### config.mk
export PLATFORM = sky130hd
export DESIGN_NAME = countdown_timer
export DESIGN_NICKNAME = d
export VERILOG_FILES = /design/src/rtl/countdown_timer.sv
export SDC_FILE = /design/constraint.sdc
export NUM_CORES = 1
export LEC_CHECK = 0
export BUFFER_PORTS_ARGS = -buffer_cell sky130_fd_sc_hd__buf_2
export CAP_MARGIN = 15
export CORE_ASPECT_RATIO = 0.6
export CORE_UTILIZATION = 51
export DETAILED_ROUTE_END_ITERATION = 7
export MAX_ROUTING_LAYER = met4
export PLACE_DENSITY = 0.76
export SLEW_MARGIN = 20
export SYNTH_ARGS = -nofsm -noshare
export SYNTH_HDL_FRONTEND = slang
export SYNTH_SLANG_ARGS = --single-unit
export TNS_END_PERCENT = 20
### constraint.sdc
create_clock -name clk -period 1.67 [get_ports clk]
set_input_delay 0.2505 -clock clk [delete_from_list [all_inputs] [get_ports clk]]
set_output_delay 0.2505 -clock clk [all_outputs]
set_load 0.02 [all_outputs]
### src/rtl/countdown_timer.sv
// MM:SS BCD countdown timer with load/pause/run control and a one-second prescaler.
// Define COUNTDOWN_AUTO_RELOAD_EN to reload the preset on expiry instead of stopping.
module countdown_timer #(
  parameter int TICKS_PER_SEC = 50000000
) (
  input  logic       clk,
  input  logic       reset,
  input  logic       start_stop,
  input  logic       load,
  input  logic [3:0] load_sec_ones,
  input  logic [3:0] load_sec_tens,
  input  logic [3:0] load_min_ones,
  input  logic [3:0] load_min_tens,
  output logic [3:0] sec_ones,
  output logic [3:0] sec_tens,
  output logic [3:0] min_ones,
  output logic [3:0] min_tens,
  output logic       running,
  output logic       expired,
  output logic       done
);

  localparam int PW = (TICKS_PER_SEC > 1) ? $clog2(TICKS_PER_SEC) : 1;
  localparam logic [PW-1:0] PMAX = PW'(TICKS_PER_SEC - 1);

  typedef enum logic [1:0] {IDLE, PAUSE, RUN, EXPIRED} state_t;
  state_t state, state_next;

  logic [PW-1:0] presc;
  logic [3:0] c_so, c_st, c_mo, c_mt;
  logic [3:0] d_so, d_st, d_mo, d_mt;
  logic       load_zero, tick, hits_zero;

  always_comb begin
    c_so = (load_sec_ones > 4'd9) ? 4'd9 : load_sec_ones;
    c_st = (load_sec_tens > 4'd5) ? 4'd5 : load_sec_tens;
    c_mo = (load_min_ones > 4'd9) ? 4'd9 : load_min_ones;
    c_mt = (load_min_tens > 4'd9) ? 4'd9 : load_min_tens;
    load_zero = ({c_mt, c_mo, c_st, c_so} == 16'h0000);
  end

  assign tick      = (state == RUN) && (presc == PMAX);
  assign hits_zero = tick && ({min_tens, min_ones, sec_tens, sec_ones} == 16'h0001);
  assign running   = (state == RUN);
  assign expired   = (state == EXPIRED);

  // BCD decrement with borrow chain; never applied to 00:00 since RUN is left or reloaded first
  always_comb begin
    d_so = sec_ones;
    d_st = sec_tens;
    d_mo = min_ones;
    d_mt = min_tens;
    if (sec_ones != 4'd0) begin
      d_so = sec_ones - 4'd1;
    end else begin
      d_so = 4'd9;
      if (sec_tens != 4'd0) begin
        d_st = sec_tens - 4'd1;
      end else begin
        d_st = 4'd5;
        if (min_ones != 4'd0) begin
          d_mo = min_ones - 4'd1;
        end else begin
          d_mo = 4'd9;
          d_mt = min_tens - 4'd1;
        end
      end
    end
  end

  always_ff @(posedge clk) begin
    if (reset) state <= IDLE;
    else       state <= state_next;
  end

  always_comb begin
    state_next = state;
    if (load) begin
      state_next = load_zero ? IDLE : PAUSE;
    end else begin
      case (state)
        PAUSE: if (start_stop) state_next = RUN;
        RUN: begin
          if (!start_stop) state_next = PAUSE;
`ifdef COUNTDOWN_AUTO_RELOAD_EN
`else
          if (hits_zero) state_next = EXPIRED;
`endif
        end
        default: state_next = state;
      endcase
    end
  end

`ifdef COUNTDOWN_AUTO_RELOAD_EN
  logic [3:0] pre_so, pre_st, pre_mo, pre_mt;

  always_ff @(posedge clk) begin
    if (reset) begin
      {pre_mt, pre_mo, pre_st, pre_so} <= '0;
    end else if (load) begin
      {pre_mt, pre_mo, pre_st, pre_so} <= {c_mt, c_mo, c_st, c_so};
    end
  end
`endif

  always_ff @(posedge clk) begin
    if (reset) begin
      {min_tens, min_ones, sec_tens, sec_ones} <= '0;
      presc <= '0;
      done  <= 1'b0;
    end else if (load) begin
      {min_tens, min_ones, sec_tens, sec_ones} <= {c_mt, c_mo, c_st, c_so};
      presc <= '0;
      done  <= 1'b0;
    end else begin
      done <= hits_zero;
      if (state == RUN) begin
        presc <= (presc == PMAX) ? '0 : presc + 1'b1;
      end
      if (tick) begin
`ifdef COUNTDOWN_AUTO_RELOAD_EN
        if (hits_zero) begin
          {min_tens, min_ones, sec_tens, sec_ones} <= {pre_mt, pre_mo, pre_st, pre_so};
        end else begin
          {min_tens, min_ones, sec_tens, sec_ones} <= {d_mt, d_mo, d_st, d_so};
        end
`else
        {min_tens, min_ones, sec_tens, sec_ones} <= {d_mt, d_mo, d_st, d_so};
`endif
      end
    end
  end

endmodule

==> results of run 1 <==
## cell families (layout without fill, tap and decap cells)
group	Yosys count	count (layout)	share of synthesized area [%]
buffers and inverters	22	112	3.848
muxes	5	5	2.052
DFF	45	45	36.94
and+or+nand+nor	145	145	34.27
adders and majority gates	3	3	1.539
xor gates and xnor gates	31	31	11.13
AOI/OAI and AO/OA	38	38	10.21
## final timing paths
check	start	to	slack, ps
worst max-delay path	presc[8]	min_ones[0]	-110
worst min-delay path	load_sec_ones[2]	sec_ones[2]	200
worst max register to register	presc[8]	min_ones[0]	-110
worst min register to register	presc[6]	presc[6]	520
## final cells by class
type	count	area, sq um	share of cell area (%)
multi-input combinational	222	1657	48.59
sequential	45	907.1	26.61
timing repair buffer	95	649.4	19.05
tap	63	78.83	2.312
clock buffer	7	76.32	2.239
inverter	9	33.78	0.9908
clock inverter	1	7.507	0.2202
## per-layer routing
| layer | routed length (um) | GRT usage [%] | up-vias |
|---|---|---|---|
| met5 | 0 | - | - |
| met3 | 612 | 8.264 | 12 |
| li1 | - | - | 1199 |
| met1 | 3542 | 44.48 | 1227 |
| met2 | 3280 | 43.29 | 131 |
| met4 | 75 | 5.215 | 0 |
## worst reg2reg max path: cells and delay by family, from the launching register on
family,cells,cell delay [ps]
and+or+nand+nor,3,810
DFF,1,350
AOI/OAI and AO/OA,1,230
buffers and inverters,1,220
xor gates and xnor gates,1,90
## cells in the mapped netlist, types with 3 or more instances
library cell	n
o21bai_1	3
nand2_1	20
nor2b_1	6
and3_1	6
a211oi_1	4
o21ai_0	7
o21ai_1	5
a21oi_1	9
xor2_1	11
nor2_1	46
ha_1	3
nor4_2	5
clkbuf_1	5
mux2i_1	5
nor3_1	14
xnor2_1	20
nand3_1	11
and4_1	6
nand4_1	5
buf_2	6
inv_1	9
nor4_1	8
dfxtp_1	45
## power breakdown
part | leakage [nW] | internal, mW | total [mW] | switching [mW]
Sequential | 0.368 | 1.10 | 1.13 | 0.0305
Combinational | 0.971 | 0.130 | 0.309 | 0.180
Clock | 0.0385 | 0.297 | 0.678 | 0.381
## cell usage in the layout (no fill, tap or decap), types with 3 or more instances in the layout
| cell type | synthesis | routed |
|---|---|---|
| nor4_2 | 5 | 5 |
| o21bai_1 | 3 | 3 |
| dfxtp_1 | 45 | 40 |
| nor4_4 | 1 | 6 |
| nand4_4 | 1 | 3 |
| and3_1 | 6 | 6 |
| clkbuf_8 | 0 | 5 |
| xor2_1 | 11 | 11 |
| nand4_1 | 5 | 5 |
| buf_6 | 0 | 5 |
| inv_1 | 9 | 9 |
| buf_2 | 6 | 38 |
| dfxtp_2 | 0 | 5 |
| nor4_1 | 8 | 3 |
| buf_4 | 1 | 51 |
| o21ai_0 | 7 | 7 |
| a21oi_1 | 9 | 8 |
| nand3_1 | 11 | 10 |
| mux2i_1 | 5 | 5 |
| and4_1 | 6 | 5 |
| a211oi_1 | 4 | 4 |
| xnor2_1 | 20 | 19 |
| nor2_1 | 46 | 45 |
| nor2b_1 | 6 | 5 |
| nor3_1 | 14 | 8 |
| o21ai_1 | 5 | 4 |
| nor3_2 | 2 | 6 |
| nand2_1 | 20 | 19 |
## sequential cells by signal (all words and copies together), names as in the netlist
register / count
min_ones: 4
done: 1
sec_tens: 4
sec_ones: 4
min_tens: 4
presc: 26
state: 2
## metrics by stage
stage	worst slack, ps	utilization [%]	hold WS, ps	instance area (sq um)
3_5_place_dp	-153.3	66.95	496.8	3072
3_3_place_gp	-99.48	66.95	493.5	3072
6_report	-112.5	74.31	201.3	3410
4_1_cts	-66.06	72.13	191.4	3309
2_1_floorplan	-38.97	-	365.1	2474
5_1_grt	-203.7	74.31	194.5	3410
## timing repair
item	in CTS	in global routing
gates resized for setup	24	18
setup endpoints to repair	41	34
buffers inserted	6	0
pin swaps	15	6
gates cloned	0	0
==> results.yml, run 1 <==
sta:
  fin_crit_sh_pct: 106.7
  grt_setup_unrepaired: "true"
  slew_violations: 0
  worstMarginPinSlew_ps: 614.7
  fmax_mhz: 561.0
  finClkSkew_ps: 9.789
  hold_viol_final: 0
  period_minus_slack_ps: 1783
  slew_headroom_pct: 57.96
  setup_viol: 14
  setup-tns-final_ps: -755.8
  worst_slack_ps: -112.5
critical_path:
  critPathKind: "flip-flop to flip-flop"
  worstSetupStartpointType: "flip-flop"
  worstPathRequired_ps: 1880
  worstPathArrival_ps: 1990
  worst-r2r-cell-count: 6
  path_cells: "nor4_4, nand4_4, buf_6, nor4b_4, xnor2_1, a221oi_1"
  crit_path_top_delay_cell: "dfxtp_1"
  end_kind: "flip-flop"
  crit_family: "simple AND/OR/NAND/NOR gates"
  crit_buf_inv: 1
  cp_max_fo: 11
  cp_slowest_stage_delay_ps: 350
  crit_cells: 6
yosys:
  synthesis.area_sq_um: 2439
  synth.area.top_cells: "dfxtp_1 (37%), xnor2_1 (7.2%), nor2_1 (7.1%)"
  synth_top_cell_area_share_pct: 36.94
  syn_inst: 289
  yosysTopAreaCell: "dfxtp_1"
  seq_area_frac_synth_pct: 36.94
  yosysWarnings: 0
  synth_edf_count: 0
  syn-num-nets: 312
  ys.flop_type: "dfxtp_1"
  async_flop_share_pct: 0
  ys_ff_latch: 45
  syn_avg_cell_area_sq_um: 8.438
  yosysUniqueCellTypes: 49
final_layout:
  num_antenna_cells: 0
  area_growth_pct: 39.82
  drive_above_1_share_pct: 38.26
  finalNonFillerCells: 442
  fin_nets: 401
  fill_cells: 306
pwr:
  ir_drop_v: 0.0004025
  leakage_nw: 1.377
  power_density_nw_per_um2: 620.3
  power_mw: 2.115
place:
  dp.cells: 428
  gp_congestion: 0.8940
  dp_hpwl_um: 4975
  portBuffers: 38
routing:
  drt_iter0_drc: 194
  viasPerCell: 5.812
  drtPass1Iterations: 5
  vias: 2569
  final_antenna_net_count: 0
  drt-total-wl_um: 7510
  drc: 0
  post_drt_wl_per_cell_um: 16.99
clock_network:
  cts_tree: "yes"
  root_buffer: "clkbuf_8"
  ctsHoldBuffers: 0
  clk_latency_ps: 300
  h-tree-depth: 2
  clk_path_buf_depth: 2
  clkTransAtPathRegs_ps: 90
  cts_made_buffers: 5
  clock_sink_count: 45
global_route:
  overflow: 0
  grt_pass1_wl_um: 11850
  grt_max_degree: 26
  grt_use_total_pct: 30.77
  antenna_found_initial: 0
  grt_pass1_vias: 2381
floorplanning:
  io-pin-count: 39
  fp.dieW_um: 91.27
  die-height_um: 55.56
  die_area_sq_um: 5071
  core_area_sq_um: 4588
  fp-row-count: 19
  initial_core_util_pct: 53.15
status:
  status: "finished, violations left"
  violations: "setup timing"
worst_hold_path:
  holdCritPathClass: "input port to flip-flop"
  hold_path_depth: 3
run:
  drv_cap: 0
Power figures use the tool's default switching activity.
==> run 2: changes to the inputs <==
--- a/config.mk
+++ b/config.mk
@@ -5,13 +5,13 @@
 export SDC_FILE = /design/constraint.sdc
 export NUM_CORES = 1
 export LEC_CHECK = 0
-export BUFFER_PORTS_ARGS = -buffer_cell sky130_fd_sc_hd__buf_2
 export CAP_MARGIN = 15
 export CORE_ASPECT_RATIO = 0.6
-export CORE_UTILIZATION = 51
+export CORE_UTILIZATION = 57
 export DETAILED_ROUTE_END_ITERATION = 7
+export DONT_BUFFER_PORTS = 1
 export MAX_ROUTING_LAYER = met4
-export PLACE_DENSITY = 0.76
+export PLACE_DENSITY = 0.75
 export SLEW_MARGIN = 20
 export SYNTH_ARGS = -nofsm -noshare
 export SYNTH_HDL_FRONTEND = slang
==> run 2 against run 1 <==
The flow still finishes with violations (setup timing). Core utilization up 8.5 points. Hold slack got worse by 200 ps. Final area shrank 5.9%. Register-to-register slack worse by 40 ps. Wire length fell by 9.4%. Highest routed layer unchanged.
==> results.yml, run 2 (synthesis results as in run 1) <==
status:
  status: "finished, violations left"
  violations: "setup timing"
clock_network:
  h-tree-depth: 2
  ctsHoldBuffers: 0
  root_buffer: "clkbuf_8"
  clock_sink_count: 45
  clk_latency_ps: 300
  cts_tree: "yes"
  clk_path_buf_depth: 2
  cts_made_buffers: 5
  clkTransAtPathRegs_ps: 90
global_route:
  grt_max_degree: 26
  overflow: 0
  grt_use_total_pct: 33.33
  grt_pass1_vias: 2243
  antenna_found_initial: 0
  grt_pass1_wl_um: 11030
sta:
  worst_slack_ps: -148.7
  finClkSkew_ps: 10.95
  period_minus_slack_ps: 1819
  worstMarginPinSlew_ps: 603.9
  setup_viol: 21
  grt_setup_unrepaired: "true"
  fmax_mhz: 549.9
  slew_headroom_pct: 58.70
  hold_viol_final: 0
  fin_crit_sh_pct: 108.9
  slew_violations: 0
final_layout:
  top_register: "presc"
  fill_cells: 241
  drive_above_1_share_pct: 31.59
  utilization_pct: 82.84
  fin_nets: 369
  final_common_cell: "buf_4"
  largest_reg_flops: 26
  layout_common_cells: "buf_4 (56), nor2_1 (45), dfxtp_1 (39), xnor2_1 (19), nand2_1 (19)"
  finalNonFillerCells: 402
  area_growth_pct: 31.50
  num_antenna_cells: 0
floorplanning:
  core_area_sq_um: 3871
  die-height_um: 52.67
  initial_core_util_pct: 62.99
  die_area_sq_um: 4552
  fp-row-count: 17
  fp.dieW_um: 86.44
  io-pin-count: 39
pwr:
  power_density_nw_per_um2: 626.2
  leakage_nw: 1.224
  ir_drop_v: 0.0004909
  power_mw: 2.008
routing:
  final_antenna_net_count: 0
  drt-total-wl_um: 6802
  viasPerCell: 5.948
  post_drt_wl_per_cell_um: 16.92
  vias: 2391
  drtPass1Iterations: 5
  drc: 0
  drt_iter0_drc: 199
run:
  drv_cap: 0
critical_path:
  end_kind: "flip-flop"
  worstPathArrival_ps: 2030
  r2r-start: "presc[8]"
  worst-r2r-cell-count: 6
  critPathKind: "flip-flop to flip-flop"
  worstSetupStartpointType: "flip-flop"
  worstPathRequired_ps: 1880
  r2r_setup_slack_ps: -150
  cp_max_fo: 11
  crit_start: "presc[8]"
place:
  dp_slack_ps: -140.9
  dp_hpwl_um: 4755
  gp_congestion: 0.8918
  dp.cells: 390
  portBuffers: 0
worst_hold_path:
  hold_start: "reset"
  holdCritPathClass: "input port to flip-flop"
  hold_path_depth: 1
[run 2: cell types whose count changed in the layout (fill, tap and decap cells not counted), sizes merged]
cell      before  now
buf           95   63
clkbuf         7    5
clkinvlp       1    0
clkinv         0    1
[run 2: metal layers]
layer | GRT usage [%] | routed length (um) | vias up | part of all wire [%]
met5 | - | 0 | - | 0
met4 | 7.500 | 34 | 0 | 0.50
met3 | 8.031 | 639 | 6 | 9.4
met2 | 47.62 | 2841 | 115 | 42
met1 | 47.39 | 3288 | 1136 | 48
li1 | - | - | 1134 | -
[run 2: power breakdown]
| part | leakage [nW] | internal, mW | switching, mW |
|---|---|---|---|
| clock network | 0.0399 | 0.276 | 0.350 |
| logic | 0.816 | 0.111 | 0.145 |
| registers | 0.368 | 1.10 | 0.0307 |
[run 2: final timing paths]
| kind | to |
|---|---|
| setup / recovery | min_ones[0] |
| hold reg to reg | presc[21] |
| setup reg to reg | min_ones[0] |
| hold / removal | sec_tens[0] |
[run 2: final cells by class]
class / count / area (sq um) / area share (%)
Timing Repair Buffer: 63 / 520.5 / 16.23
Tap cell: 57 / 71.32 / 2.224
Multi-Input combinational cell: 222 / 1597 / 49.79
Clock inverter: 1 / 5.005 / 0.1561
Inverter: 9 / 33.78 / 1.053
Clock buffer: 5 / 68.82 / 2.146
Sequential cell: 45 / 910.9 / 28.40
[run 2: metrics by stage]
step,instance area (sq um),hold slack [ps],setup TNS [ps]
global route,3207,6.734,-3365
CTS,3104,2.983,-847.2
global placement,2932,319.0,-862.5
floorplan,2474,365.1,-44.25
detailed placement,2932,319.7,-2797
finish,3207,3.519,-1191
[run 2: critical path: stages (launching register included)]
cell,delay (ps)
dfxtp_1,340
nor4_4,330
nand4_4,210
buf_8,200
nor4b_2,280
xnor2_1,130
a221oi_2,230
[run 2: timing repair]
| item | CTS | global route |
|---|---|---|
| endpoints found under the setup margin | 40 | 33 |
| setup buffers | 3 | 3 |
| gates resized for setup | 20 | 13 |
| pin swaps | 10 | 12 |
==> run 3: changes to the inputs <==
--- a/config.mk
+++ b/config.mk
@@ -5,6 +5,7 @@
 export SDC_FILE = /design/constraint.sdc
 export NUM_CORES = 1
 export LEC_CHECK = 0
+export ABC_AREA = 0
 export CAP_MARGIN = 15
 export CORE_ASPECT_RATIO = 0.6
 export CORE_UTILIZATION = 57
@@ -12,6 +13,7 @@
 export DONT_BUFFER_PORTS = 1
 export MAX_ROUTING_LAYER = met4
 export PLACE_DENSITY = 0.75
+export RECOVER_POWER = 100
 export SLEW_MARGIN = 20
 export SYNTH_ARGS = -nofsm -noshare
 export SYNTH_HDL_FRONTEND = slang
==> run 3 against run 2 <==
The run still ends with setup timing left. Register-to-register slack worse by 20 ps. Critical path depth stayed put. Clock skew decreased by 2.1 ps. Die area did not move. Non-clock buffer count is the same. Via count decreased by 0.59%. Global-route usage is the same. Sequential power about the same. Highest routed layer unchanged. Largest power group unchanged.
==> results.yml, run 3 (synthesis results as in run 1) <==
critical_path:
  worstPathRequired_ps: 1880
  critPathKind: "flip-flop to flip-flop"
  worstSetupStartpointType: "flip-flop"
  cp_max_fo: 4
  worstPathArrival_ps: 2040
  r2r_setup_slack_ps: -160
  end_kind: "flip-flop"
place:
  portBuffers: 0
  dp_hpwl_um: 4755
  dp_slack_ps: -140.9
  gp_congestion: 0.8918
floorplanning:
  core_area_sq_um: 3871
  initial_core_util_pct: 62.99
  die-height_um: 52.67
  die_area_sq_um: 4552
  fp-row-count: 17
  io-pin-count: 39
  fp.dieW_um: 86.44
run:
  drv_cap: 0
pwr:
  ir_drop_v: 0.0004910
  leakage_nw: 1.172
  power_density_nw_per_um2: 630.4
clock_network:
  h-tree-depth: 2
  clk_latency_ps: 290
  cts_tree: "yes"
  clk_path_buf_depth: 2
  root_buffer: "clkbuf_8"
  cts_made_buffers: 5
  clkTransAtPathRegs_ps: 80
  clock_sink_count: 45
routing:
  post_drt_wl_per_cell_um: 16.88
  viasPerCell: 5.913
  final_antenna_net_count: 0
  drc: 0
  drt_iter0_drc: 188
  drt-total-wl_um: 6786
  drtPass1Iterations: 5
  vias: 2377
final_layout:
  area_growth_pct: 29.40
  num_antenna_cells: 0
  top_register: "presc"
  fin_nets: 369
  drive_above_1_share_pct: 27.83
  layout_common_cells: "nor2_1 (45), buf_4 (42), dfxtp_1 (40), xnor2_1 (19), nand2_1 (19)"
  largest_reg_flops: 26
  final_common_cell: "nor2_1"
worst_hold_path:
  holdCritPathClass: "input port to flip-flop"
global_route:
  grt_use_total_pct: 33.33
  grt_max_degree: 26
  grt_pass1_vias: 2243
  overflow: 0
  grt_pass1_wl_um: 11030
  antenna_found_initial: 0
sta:
  fmax_mhz: 545.3
  hold_viol_final: 0
  worstMarginPinSlew_ps: 577.6
  fin_crit_sh_pct: 109.8
  slew_violations: 0
  grt_setup_unrepaired: "true"
  slew_headroom_pct: 60.50
  finClkSkew_ps: 8.890
  period_minus_slack_ps: 1834
  hold_ws_ps: 8.378
  setup_viol: 21
  worst_slack_ps: -163.7
status:
  violations: "setup timing"
  status: "finished, violations left"
run 3: cell types whose count changed in the layout (fill, tap and decap cells not counted), sizes merged:
cell,change
buf,-14
clkbuf,+14
run 3: area by class of cell:
class / instances / area (sq um)
clock buffers: 5 / 68.82
clock inverters: 1 / 5.005
fillers: 251 / 715.7
inverters: 9 / 33.78
multi-input cells: 222 / 1597
flip-flops and latches: 45 / 909.6
well taps: 57 / 71.32
repair buffers: 63 / 470.5
run 3: what timing repair did:
action / in CTS / in global routing
pin swaps: 10 / 12
hold endpoints to repair: 0 / 0
buffers inserted: 3 / 3
endpoints found under the setup margin: 40 / 33
hold buffers: 0 / 0
gates resized for setup: 20 / 13
run 3: through the flow:
| stage | cells | area (sq um) | setup TNS, ps | total power, mW | util [%] |
|---|---|---|---|---|---|
| 2_1_floorplan | 289 | 2474 | -44.25 | 1.295 | - |
| 3_3_place_gp | 390 | 2932 | -862.5 | 1.370 | 75.73 |
| 3_5_place_dp | 390 | 2932 | -2797 | 1.372 | 75.73 |
| 4_1_cts | 399 | 3104 | -847.2 | 1.985 | 80.19 |
| 5_1_grt | 402 | 3156 | -3463 | 2.061 | 81.51 |
| 6_report | 402 | 3156 | -1320 | 1.989 | 81.51 |
run 3: final timing paths:
kind	start	endpoint	cells past startpoint
worst max-delay path	sec_tens[2]	min_tens[0]	6
worst min-delay path	reset	sec_tens[0]	1
worst max register to register	sec_tens[2]	min_tens[0]	6
worst min register to register	presc[21]	presc[21]	2
run 3: worst max-delay path, stage by stage, from the launching register on:
cell      delay (ps)
dfxtp_2          340
nor4_4           380
nand4_1          160
buf_4            190
nor4_4           310
xnor2_1          120
a221oi_2         230
run 3: where the power goes:
| part | internal (mW) | leakage (nW) | switching (mW) |
|---|---|---|---|
| sequential | 1.09 | 0.368 | 0.0295 |
| combinational | 0.0967 | 0.764 | 0.146 |
| clock | 0.276 | 0.0399 | 0.347 |
run 3: per-layer routing:
| metal | GRT usage (%) | share of wire [%] |
|---|---|---|
| met1 | 47.39 | 49 |
| met2 | 47.62 | 42 |
| met3 | 8.031 | 8.8 |
| met4 | 7.500 | 0.75 |
| met5 | - | 0 |
